### src/rtl/irq_pending_ctrl.sv
// Synchronises 8 interrupt request lines and latches them into a pending vector; an ack clears one bit.
// Latency SYNC_STAGES cycles from input sample to pending/A. No backpressure: overrun flags record lost requests.
module irq_pending_ctrl #(
   parameter int SYNC_STAGES = 2,
   parameter int LEVEL_MODE  = 0
) (
   input  logic       clk,
   input  logic       rst,
   input  logic       en,
   input  logic [7:0] irq_in,
   input  logic [7:0] mask,
   input  logic       ack,
   input  logic [2:0] ack_idx,
   input  logic       ovr_clr,
   output logic [7:0] A,
   output logic       irq_valid,
   output logic [7:0] overrun
);

   logic [SYNC_STAGES-1:0][7:0] sync;
   logic [7:0] irq_s;
   logic [7:0] irq_d;
   logic [7:0] pending;
   logic [7:0] set;
   logic [7:0] clr;
   logic [7:0] ovr_set;
   logic [7:0] pending_nxt;
   logic [7:0] overrun_nxt;

   assign irq_s = sync[SYNC_STAGES-1];

   always_comb begin
      set         = 8'h00;
      clr         = 8'h00;
      ovr_set     = 8'h00;
      pending_nxt = 8'h00;
      overrun_nxt = 8'h00;

      if (LEVEL_MODE != 0) begin
         set = irq_s;
      end else begin
         set = irq_s & ~irq_d;
      end

      for (int i = 0; i < 8; i++) begin
         clr[i] = ack & en & (ack_idx == 3'(i));
      end

      // Set dominates a same-cycle ack; an ack on a non-pending bit is a no-op.
      pending_nxt = set | (pending & ~clr);

      if (LEVEL_MODE == 0) begin
         ovr_set = set & pending & ~clr;
      end

      overrun_nxt = ovr_set | (ovr_clr ? 8'h00 : overrun);
   end

   always_ff @(posedge clk or posedge rst) begin
      if (rst) begin
         sync    <= '0;
         irq_d   <= 8'h00;
         pending <= 8'h00;
         overrun <= 8'h00;
      end else begin
         sync[0] <= irq_in;
         for (int s = 1; s < SYNC_STAGES; s++) begin
            sync[s] <= sync[s-1];
         end
         irq_d   <= irq_s;
         pending <= pending_nxt;
         overrun <= overrun_nxt;
      end
   end

   assign A         = en ? (pending & mask) : 8'h00;
   assign irq_valid = |A;

endmodule
### config.mk
export PLATFORM = sky130hd
export DESIGN_NAME = irq_pending_ctrl
export DESIGN_NICKNAME = d
export VERILOG_FILES = /design/src/rtl/irq_pending_ctrl.sv
export SDC_FILE = /design/constraint.sdc
export NUM_CORES = 1
export LEC_CHECK = 0
export ABC_AREA = 1
export CORE_MARGIN = 3
export CORE_UTILIZATION = 25
export DETAILED_ROUTE_END_ITERATION = 7
export GPL_ROUTABILITY_DRIVEN = 1
export PLACE_DENSITY_LB_ADDON = 0.12
export SETUP_SLACK_MARGIN = 0.02
export SLEW_MARGIN = 5
export SYNTH_ARGS = -nofsm -noshare
export SYNTH_HDL_FRONTEND = slang
export SYNTH_SLANG_ARGS = --single-unit
### constraint.sdc
create_clock -name clk -period 2.32 [get_ports clk]
set_clock_uncertainty 0.15 [all_clocks]
set_input_delay 0.464 -clock clk [delete_from_list [all_inputs] [get_ports clk]]
set_output_delay 0.464 -clock clk [all_outputs]
set_load 0.02 [all_outputs]
==> reports/metrics.cfg <==
[run_status]
status=complete, no violations

[setup_path]
crit_arrival_ps=1600
critPathMaxFanout=9
rr_worst_depth=3
critical_path_class=input pin to output port
crit_path_end_kind=output port
cp-start-kind=input pin
cp_data_required_time_ps=1710

[synth]
synth.avg_cell_area_um2=9.86
syn-instance-count=151
synth_edf_count=0
yosysTopAreaCell=dfrtp_1
synth-async-reset-ratio=1.00
syn_area_um2=1490
synth_top_area_share=0.672
synth_flop_cell=dfrtp_1
synth.ff_latch_count=40
synth_compound_area_frac=0.0269
synth_top_family_by_area=simple AND/OR/NAND/NOR gates
ys_warn_count=0
synth_adder_area_share=0
synth-simple-area-share=0.223
seq_area_frac_synth=0.672
synthMuxAreaShare=0
synth_most_common_cell=nand2_1
synth_xor_area_frac=0
synth.distinct_cells=11
yosys-top-cells-area=dfrtp_1 (67%), nand2_1 (11%), inv_1 (7.1%), nand3_1 (4.0%), o21ai_0 (2.7%)
yosys-top-cells-count=nand2_1 (45), dfrtp_1 (40), inv_1 (28), nand3_1 (12), nor2_1 (10)
syn-num-nets=175

[timing]
finalMaxSlewViolations=0
hold_viol=0
fmax_mhz=451
setup_violations=0
relSlewSlack=0.670
rsz0062_at_grt=no
min_period_ps=2220
tightestPinTransition_ps=496
fin_crit_sh=0.956
holdWs_ps=202

[routing]
via_per_inst=3.89
routed_wl_mm=3.13
drc=0
detail-route-antenna-nets=0
drt_iter0_drc=38
drt_first_pass_iters=4
vias=1063
routedWlPerCell_um=11.4

[grt]
antenna_found_initial=0
grt_pass1_wl_mm=5.46
grt_max_degree=41
grt_pass1_vias=1139
grt_usage=0.102
grt_overflow_total=0

[min_path]
hold_depth=0
hp-class=flip-flop to flip-flop

[cells_and_area]
drive_gt1_frac=0.0995
area_delta_synth_final_pct=39.9
final_cell_area_um2=2080
fin_cells=273
final_core_util=0.369
n_antenna_cell=0
num-nets-final=224

[floorplanning]
row_count=27
dieArea_um2=6920
initial_core_util=0.264
io_pins=41
die_h_um=83.2
coreArea_um2=5640
die_x_um=83.2

[pwr]
p_int_mw=1.15
vdd_drop_max_v=0.000240
p_leak_nw=1.09
p_seq_frac=0.501
p_per_area_nw_per_um2=731
pwr-share-comb=0.132
total_power_mw=1.52
p_sw_uw=370
p_sw_frac=0.243
clock_power_share=0.367

[run]
drv_cap=0

[placement]
gp_congestion=0.701
io_buffers=40
placed_area_um2=1990
dp.cells=265
post-dp-hpwl_mm=2.30

[clocking]
clock_latency_ps=290
cts_buffers=5
cts_root_buffer=clkbuf_8
htreeDepth=2
cts_tree=done
clockBufferDepth=2
cts.sinks=40
path_clk_slew_ps=70

## worst max-delay path: stages
cell and delay (ps):
clkdlybuf4s50_1 450, buf_4 160, nand3_1 110, inv_1 80
dlygate4sd2_1 340
## layer usage
metal	up-vias	track usage	share of wire	wire [um]
met1	488	0.129	0.46	1440
met4	0	0.0446	0.013	40
met2	26	0.155	0.47	1460
met3	4	0.0387	0.059	184
li1	545	-	-	-
met5	-	0	0	0
## path summary, 6_finish.rpt
check | from | to | slack [ps]
min reg2reg | sync[7] | irq_s[7] | 200
min | sync[7] | irq_s[7] | 200
min in group asynchronous | rst | sync[2] | 430
max reg2reg | irq_d[7] | overrun[7] | 1440
max in group asynchronous | rst | sync[4] | 1240
max | en | A[6] | 100
## layout by cell type, fill, tap and decap left out
cell type        synthesis  final
bufinv_16                0      1
buf_4                    0      3
nand2_4                  1      1
nand2_1                 45     45
clkbuf_2                 0      1
clkbuf_8                 0      5
o21ai_0                  8      8
buf_2                    0      1
nand2_2                  4      4
clkinv_2                 0      1
dlygate4sd2_1            0      7
nand3_4                  1      1
dfrtp_1                 40     40
nor2_1                  10     10
clkdlybuf4s50_1          0     31
nor2_4                   1      1
inv_1                   28     28
nand3_1                 12     12
clkinvlp_4               0      1
## cell type report
cell class / instances / area [um2]
Sequential cell: 40 / 1000
Multi-Input combinational cell: 82 / 372
Timing Repair Buffer: 43 / 404
Clock inverter: 3 / 42.5
Fill cell: 560 / 3560
Clock buffer: 5 / 68.8
Tap cell: 72 / 90.1
Inverter: 28 / 105
## sequential cells by signal, indices dropped and copies added, names as in the netlist
| name | cells |
|---|---|
| sync | 8 |
| pending | 8 |
| irq_s | 8 |
| overrun | 8 |
| irq_d | 8 |
## stage by stage
stage / setup WS [ps] / TNS, ps
2_1_floorplan: 762 / 0
3_3_place_gp: -255 / -1520
3_5_place_dp: -280 / -1530
4_1_cts: 59.9 / 0
5_1_grt: 41.2 / 0
6_report: 103 / 0
## power by group through the flow
| stage | Clock, mW | Combinational, mW | Sequential (mW) |
|---|---|---|---|
| 5_1_grt | 0.609 | 0.224 | 0.769 |
| 3_3_place_gp | 0 | 0.212 | 0.776 |
| 6_report | 0.559 | 0.201 | 0.763 |
| 2_1_floorplan | 0 | 0.0822 | 0.790 |
| 3_5_place_dp | 0 | 0.213 | 0.777 |
| 4_1_cts | 0.581 | 0.207 | 0.763 |
## cell families (layout without fill, tap and decap cells)
logic type,Yosys count,count (layout)
DFF,40,40
AOI/OAI and AO/OA,8,8
and+or+nand+nor,74,74
buffers and inverters,29,79
## timing repair
item | 4_1_cts | 5_1_grt
hold buffers | 0 | 0
setup endpoints to repair | 9 | 2
resized for setup | 11 | 3
setup buffers | 0 | 0
Note: power is estimated with default switching activity, not from simulation.
